--- src/rtl/board_mem_scheduler_pkg.sv ---
// ----------------------------------------------------------------------------
// board_mem_scheduler_pkg
//
// Shared definitions for the board memory scheduler and its read-tag pipeline.
//   WORD_SIZE     : bits per board word (cells per word)
//   LOG_MAX_ADDR  : word-address width within one board bank
//   req_tag_e     : identifies which requester issued a BRAM read
// ----------------------------------------------------------------------------
package board_mem_scheduler_pkg;

    localparam int unsigned WORD_SIZE    = 16;
    localparam int unsigned LOG_MAX_ADDR = 12;

    // Tag carried alongside each issued read so the returning word is routed
    // to the requester that asked for it.
    typedef enum logic [1:0] {
        TagNone = 2'd0,
        TagRen  = 2'd1,
        TagUpd  = 2'd2
    } req_tag_e;

endpackage

--- src/rtl/board_mem_scheduler_read_tag_pipe.sv ---
// ----------------------------------------------------------------------------
// board_mem_scheduler_read_tag_pipe
//
// MEM_LATENCY-deep shift register of requester tags. A tag pushed in the cycle
// a read address is presented reaches the last stage in the cycle the BRAM
// returns that word, where it is decoded into per-requester strobes.
//
// Ports:
//   clk_in          : system clock
//   rst_in          : asynchronous active-low reset, clears every stage
//   tag_in          : tag of the read issued this cycle (TagNone if none)
//   ren_strobe_out  : mem_rdata_in belongs to the renderer this cycle
//   upd_strobe_out  : mem_rdata_in belongs to the update engine this cycle
// ----------------------------------------------------------------------------
module board_mem_scheduler_read_tag_pipe
    import board_mem_scheduler_pkg::*;
#(
    parameter int unsigned MEM_LATENCY = 2
) (
    input  logic     clk_in,
    input  logic     rst_in,
    input  req_tag_e tag_in,
    output logic     ren_strobe_out,
    output logic     upd_strobe_out
);

    req_tag_e tag_q [MEM_LATENCY];

    // Clearing on reset drops any read in flight: it can never strobe.
    always_ff @(posedge clk_in or negedge rst_in) begin
        if (!rst_in) begin
            for (int i = 0; i < MEM_LATENCY; i++) begin
                tag_q[i] <= TagNone;
            end
        end else begin
            tag_q[0] <= tag_in;
            for (int i = 1; i < MEM_LATENCY; i++) begin
                tag_q[i] <= tag_q[i-1];
            end
        end
    end

    assign ren_strobe_out = (tag_q[MEM_LATENCY-1] == TagRen);
    assign upd_strobe_out = (tag_q[MEM_LATENCY-1] == TagUpd);

endmodule

--- src/rtl/board_mem_scheduler.sv ---
// ----------------------------------------------------------------------------
// board_mem_scheduler
//
// Owns the single-port board BRAM and shares it between the renderer fetch
// path (read-only, never stalled) and the life update engine (read + write).
// The board is double-buffered: the address MSB selects the bank. Both
// requesters read the display bank; the update engine writes the other one.
// A small generation FSM launches an update at a frame boundary and swaps the
// banks at the first frame boundary after the engine reports done.
//
// Ports:
//   clk_in, rst_in            : clock, asynchronous active-low reset
//   frame_start_in            : one-cycle pulse at start of vertical blank
//   step_en_in                : 1 = keep advancing generations
//   ren_req_in, ren_addr_in   : renderer read request / word address
//   ren_valid_out, ren_data_out
//                             : renderer read return (valid is a pulse)
//   upd_rd_req_in, upd_wr_req_in, upd_addr_in, upd_wdata_in
//                             : update engine request, held until granted
//   upd_gnt_out               : update request accepted this cycle (comb.)
//   upd_rd_valid_out, upd_rd_data_out
//                             : update engine read return
//   upd_start_out             : pulse, begin computing a generation
//   upd_done_in               : pulse, generation fully written
//   mem_addr_out, mem_we_out, mem_wdata_out, mem_rdata_in
//                             : BRAM port, address is {bank, word}
//   disp_bank_out             : bank currently displayed
//   gen_count_out             : completed, swapped generations
// ----------------------------------------------------------------------------
module board_mem_scheduler
    import board_mem_scheduler_pkg::*;
#(
    parameter int unsigned WORD_SIZE    = board_mem_scheduler_pkg::WORD_SIZE,
    parameter int unsigned LOG_MAX_ADDR = board_mem_scheduler_pkg::LOG_MAX_ADDR,
    parameter int unsigned MEM_LATENCY  = 2,
    parameter int unsigned GEN_W        = 16
) (
    input  logic                    clk_in,
    input  logic                    rst_in,
    input  logic                    frame_start_in,
    input  logic                    step_en_in,
    input  logic                    ren_req_in,
    input  logic [LOG_MAX_ADDR-1:0] ren_addr_in,
    output logic                    ren_valid_out,
    output logic [WORD_SIZE-1:0]    ren_data_out,
    input  logic                    upd_rd_req_in,
    input  logic                    upd_wr_req_in,
    input  logic [LOG_MAX_ADDR-1:0] upd_addr_in,
    input  logic [WORD_SIZE-1:0]    upd_wdata_in,
    output logic                    upd_gnt_out,
    output logic                    upd_rd_valid_out,
    output logic [WORD_SIZE-1:0]    upd_rd_data_out,
    output logic                    upd_start_out,
    input  logic                    upd_done_in,
    output logic [LOG_MAX_ADDR:0]   mem_addr_out,
    output logic                    mem_we_out,
    output logic [WORD_SIZE-1:0]    mem_wdata_out,
    input  logic [WORD_SIZE-1:0]    mem_rdata_in,
    output logic                    disp_bank_out,
    output logic [GEN_W-1:0]        gen_count_out
);

    typedef enum logic [1:0] {
        StIdle,
        StRun,
        StWaitSwap
    } gen_state_e;

    gen_state_e              state_q;
    logic                    disp_bank_q;
    logic [GEN_W-1:0]        gen_q;
    logic                    upd_start_q;

    logic [LOG_MAX_ADDR:0]   addr_q;
    logic [WORD_SIZE-1:0]    wdata_q;
    req_tag_e                issue_tag;

    logic                    ren_strobe;
    logic                    upd_strobe;
    logic                    ren_valid_q;
    logic                    upd_valid_q;
    logic [WORD_SIZE-1:0]    ren_data_q;
    logic [WORD_SIZE-1:0]    upd_data_q;

    logic                    swap_now;

    // ------------------------------------------------------------------------
    // Arbitration: renderer first, then update write, then update read.
    // With no request the BRAM address and write data keep their last values.
    // ------------------------------------------------------------------------
    always_comb begin
        mem_addr_out  = addr_q;
        mem_we_out    = 1'b0;
        mem_wdata_out = wdata_q;
        upd_gnt_out   = 1'b0;
        issue_tag     = TagNone;
        if (ren_req_in) begin
            mem_addr_out = {disp_bank_q, ren_addr_in};
            issue_tag    = TagRen;
        end else if (upd_wr_req_in) begin
            // A simultaneous update read is dropped; the engine must not do that.
            mem_addr_out  = {~disp_bank_q, upd_addr_in};
            mem_we_out    = 1'b1;
            mem_wdata_out = upd_wdata_in;
            upd_gnt_out   = 1'b1;
        end else if (upd_rd_req_in) begin
            mem_addr_out = {disp_bank_q, upd_addr_in};
            upd_gnt_out  = 1'b1;
            issue_tag    = TagUpd;
        end
    end

    always_ff @(posedge clk_in or negedge rst_in) begin
        if (!rst_in) begin
            addr_q  <= '0;
            wdata_q <= '0;
        end else begin
            addr_q  <= mem_addr_out;
            wdata_q <= mem_wdata_out;
        end
    end

    // ------------------------------------------------------------------------
    // Read return path
    // ------------------------------------------------------------------------
    board_mem_scheduler_read_tag_pipe #(
        .MEM_LATENCY (MEM_LATENCY)
    ) u_tag_pipe (
        .clk_in         (clk_in),
        .rst_in         (rst_in),
        .tag_in         (issue_tag),
        .ren_strobe_out (ren_strobe),
        .upd_strobe_out (upd_strobe)
    );

    // Returned words are registered; data holds between valid pulses.
    always_ff @(posedge clk_in or negedge rst_in) begin
        if (!rst_in) begin
            ren_valid_q <= 1'b0;
            upd_valid_q <= 1'b0;
            ren_data_q  <= '0;
            upd_data_q  <= '0;
        end else begin
            ren_valid_q <= ren_strobe;
            upd_valid_q <= upd_strobe;
            if (ren_strobe) begin
                ren_data_q <= mem_rdata_in;
            end
            if (upd_strobe) begin
                upd_data_q <= mem_rdata_in;
            end
        end
    end

    // ------------------------------------------------------------------------
    // Generation sequencing
    // ------------------------------------------------------------------------
    // A done arriving together with a frame boundary swaps immediately, as if
    // the FSM had already been waiting for that boundary.
    assign swap_now = frame_start_in &&
                      ((state_q == StWaitSwap) || ((state_q == StRun) && upd_done_in));

    always_ff @(posedge clk_in or negedge rst_in) begin
        if (!rst_in) begin
            state_q     <= StIdle;
            disp_bank_q <= 1'b0;
            gen_q       <= '0;
            upd_start_q <= 1'b0;
        end else begin
            upd_start_q <= 1'b0;
            if (swap_now) begin
                disp_bank_q <= ~disp_bank_q;
                gen_q       <= gen_q + GEN_W'(1);
                if (step_en_in) begin
                    upd_start_q <= 1'b1;
                    state_q     <= StRun;
                end else begin
                    state_q     <= StIdle;
                end
            end else begin
                case (state_q)
                    StIdle: begin
                        if (frame_start_in && step_en_in) begin
                            upd_start_q <= 1'b1;
                            state_q     <= StRun;
                        end
                    end
                    // Frame boundaries during a generation are ignored; a
                    // generation is never aborted.
                    StRun: begin
                        if (upd_done_in) begin
                            state_q <= StWaitSwap;
                        end
                    end
                    StWaitSwap: begin
                        state_q <= StWaitSwap;
                    end
                    default: begin
                        state_q <= StIdle;
                    end
                endcase
            end
        end
    end

    assign ren_valid_out    = ren_valid_q;
    assign ren_data_out     = ren_data_q;
    assign upd_rd_valid_out = upd_valid_q;
    assign upd_rd_data_out  = upd_data_q;
    assign upd_start_out    = upd_start_q;
    assign disp_bank_out    = disp_bank_q;
    assign gen_count_out    = gen_q;

endmodule

--- config.mk ---
export PLATFORM = sky130hd
export DESIGN_NAME = board_mem_scheduler
export DESIGN_NICKNAME = d
export VERILOG_FILES = /design/src/rtl/board_mem_scheduler_pkg.sv /design/src/rtl/board_mem_scheduler_read_tag_pipe.sv /design/src/rtl/board_mem_scheduler.sv
export SDC_FILE = /design/constraint.sdc
export NUM_CORES = 1
export LEC_CHECK = 0
export BUFFER_PORTS_ARGS = -buffer_cell sky130_fd_sc_hd__buf_4
export CAP_MARGIN = 20
export CORE_ASPECT_RATIO = 1.5
export CORE_MARGIN = 8
export CORE_UTILIZATION = 32
export DETAILED_ROUTE_END_ITERATION = 8
export PLACE_DENSITY_LB_ADDON = 0.05
export REMOVE_ABC_BUFFERS = 1
export SETUP_SLACK_MARGIN = 0.15
export SLEW_MARGIN = 25
export SYNTH_ARGS = -nofsm -noshare
export SYNTH_HDL_FRONTEND = slang
export SYNTH_SLANG_ARGS = --single-unit
--- constraint.sdc ---
create_clock -name clk_in -period 2.9 [get_ports clk_in]
set_input_delay 0.435 -clock clk_in [delete_from_list [all_inputs] [get_ports clk_in]]
set_output_delay 0.435 -clock clk_in [all_outputs]
set_load 0.005 [all_outputs]
==> results by group <==
Status
  • Run status: complete, no violations

Setup path
  • CP endpoint kind: output pin
  • Most used cell, CP: buf_4
  • Slowest stage cell, crit path: mux2_2
  • CP Data Arrival Time: 1.61 ns
  • Kind of critical path: primary input to output pin
  • Critical Path Source Type: primary input
  • Critical path cell sequence: buf_4 -> nor2b_1 -> buf_4 -> mux2_2 -> buf_4
  • CP peak stage delay: about 0.38 ns
  • Critical Path RT: around 2.5 ns
  • CP max FO: 30

Clock network
  • Clock sink total: 87
  • Post-cts resize count: 0
  • CTS clk-pin slew, worst paths: roughly 0.060 ns
  • CTS Hold Bufs: 0
  • CTS HTree Levels: 3
  • CTS tree: built
  • TritonCTS Buffers: 9
  • Worst-Skew Late Latency: 0.33 ns
  • Clk root buf: clkbuf_16
  • Clock tree buffer depth: 2
  • Setup Fix Bufs, Post-CTS: 0

Routing
  • Vias: 2,479
  • Initial DRC Count: 47
  • Post-route ant nets: 0
  • Drt total wl: 8.83 mm
  • Residual DRC count: 0
  • Via-to-Cell Ratio: 4.47
  • Routed WL per cell: 15.9 um
  • Pre-antenna DRT Iters: 4

Global routing
  • Global-route wire length before repair: 13.8 mm
  • Largest net degree at the start of global routing: 53
  • Initial antenna violation count: 0
  • Vias in the first global route: around 2,600
  • Overflow after GRT: 0
  • Global Route Usage Sum: 12.5%

Die
  • Initial Utilization: 32.8%
  • Rows: 46
  • Top Ports: 147
  • Die X: 101 um
  • Die H: 144 um
  • Die area: 14,500 sq um
  • CORE AREA: around 11,000 sq um

STA
  • Fin crit share: 70.7%
  • Worst-Margin Slew: 0.879 ns
  • Setup TNS: 0 ns
  • Hold Violations, Final: 0
  • Slew Limit Headroom: 41.4%
  • RSZ-0062 raised after global routing: false
  • Max Clock Freq: 0.488 GHz
  • Setup-failing EPs final: 0
  • Max Slew Vio Count: 0
  • Clock Skew: 0.00604 ns
  • Final worst path period need: 2.05 ns

Synth
  • Synth warnings: 0
  • Syn Inst Count: 254
  • Register area share after synthesis: a little over three fifths
  • Synth Register Bits: 87
  • Post-synth EDFFs: 0
  • Unique masters post-synth: 28
  • Post-synth ARST share: 100%
  • Syn Area/Cell: approximately 14 sq um
  • Main synth FF type: dfrtp_1
  • Mapped Area: 3480 sq um

Power and ir drop
  • Cell area power density: 676 nW/um^2
  • Flop pwr share: 44.8%
  • Sw power: 0.902 mW
  • Switching Share: 26.5%
  • Peak supply drop: 327 uV
  • Lkg Pwr: 2.42 nW
  • Gate power share: approximately a quarter
  • Pwr Total: 3.40 mW
  • Power share of the clock group: 31.9%
  • Int Power: 2.50 mW

Layout
  • Commonest cells after routing, fill and taps aside: buf_4, dfrtp_1, mux2_2
  • FF/Latch Area: 2180 sq um
  • Commonest non-fill, non-tap cell in the layout: buf_4
  • Multi-input logic area: 1230 sq um
  • Layout cells sized above 1: a little over half
  • Nets: about 470
  • Ant diodes: 0
  • # fillers: 1,008
  • Layout overhead on the synthesized area: 44.7%
  • Finished Layout Cells: 555

Placed design
  • Gp weighted congestion: 0.729
  • Placed cells: around 540
  • Hpwl dp: 6.78 mm
  • IO buf count: 146

Run
  • Max_cap viols: 0

Hold path
  • Hold Crit Class: primary input to asynchronous set/reset pin
flip-flops by register name, summed over array words and instances (netlist names):
signal,cells
upd_start_out,1
gen_count_out,16
upd_rd_valid_out,1
ren_data_out,16
u_tag_pipe.tag_q,4
wdata_q,16
ren_valid_out,1
state_q,2
upd_rd_data_out,16
disp_bank_out,1
addr_q,13
critical path: cells and delay by family:
family | cells | cell delay [ns]
buffers and inverters | 3 | 0.61
and+or+nand+nor | 1 | 0.18
muxes | 1 | 0.38
cells by family after synthesis:
logic type | synth area share (%)
xor gates and xnor gates | 4.03
AOI/OAI and AO/OA | 3.24
DFF | 62.6
adders and majority gates | 1.44
muxes | 19.6
buffers and inverters | 1.84
and+or+nand+nor | 7.20
layout make-up:
class | instances | area share, %
clock inverter | 5 | 0.647
multi-input combinational | 152 | 24.6
inverter | 5 | 0.373
tap | 144 | 3.58
clock buffer | 11 | 5.02
sequential | 87 | 43.3
timing repair buffer | 151 | 22.5
power groups by stage:
| stage | clock [mW] | sequential [mW] | combinational [mW] |
|---|---|---|---|
| after floorplan | 0 | 1.53 | 0.346 |
| after global placement | 0 | 1.54 | 0.801 |
| after detailed placement | 0 | 1.55 | 0.814 |
| after CTS | 1.13 | 1.53 | 0.816 |
| after global routing | 1.18 | 1.55 | 0.886 |
| final | 1.08 | 1.52 | 0.792 |
routing by layer:
layer | vias to the layer above | track usage (%) | share of wire, %
met5 | - | 0 | 0
met4 | 0 | 6.07 | 2.1
met3 | 10 | 4.50 | 7.7
met2 | 82 | 21.0 | 52
met1 | 1204 | 13.4 | 39
li1 | 1183 | - | -
per-stage QoR:
stage	hold WS [ns]	worst slack (ns)	area, sq um	util (%)
floorplan	0.139	0.747	3430	-
global placement	0.332	0.868	4740	44.8
detailed placement	0.335	0.834	4740	44.8
CTS	0.151	0.833	5030	47.5
global route	0.170	0.765	5030	47.5
finish	0.115	0.851	5030	47.5
worst paths after layout:
kind,to,slack [ns],cells past startpoint,from
worst max-delay path,mem_wdata_out[14],0.85,5,ren_req_in
max in group asynchronous,u_tag_pipe.tag_q[3],2.05,2,rst_in
worst max register to register,gen_count_out[15],0.96,6,state_q[1]
worst min-delay path,wdata_q[6],0.11,1,rst_in
min in group clk_in,u_tag_pipe.tag_q[3],0.29,2,upd_wr_req_in
worst min register to register,u_tag_pipe.tag_q[0],0.35,0,u_tag_pipe.tag_q[2]
cells in the mapped netlist, types with 4 or more instances:
cell	count	share of area [%]
nand2_1	21	2.3
inv_1	5	0.54
ha_1	4	1.4
o21ai_0	14	2.0
clkbuf_1	4	0.43
mux2i_1	13	3.7
buf_2	6	0.86
nand4_1	4	0.72
xor2_1	6	1.5
nor2_1	10	1.1
xnor2_1	10	2.5
dfrtp_1	87	63
mux2_2	49	16
No activity file was read; power rests on OpenSTA's default activity.
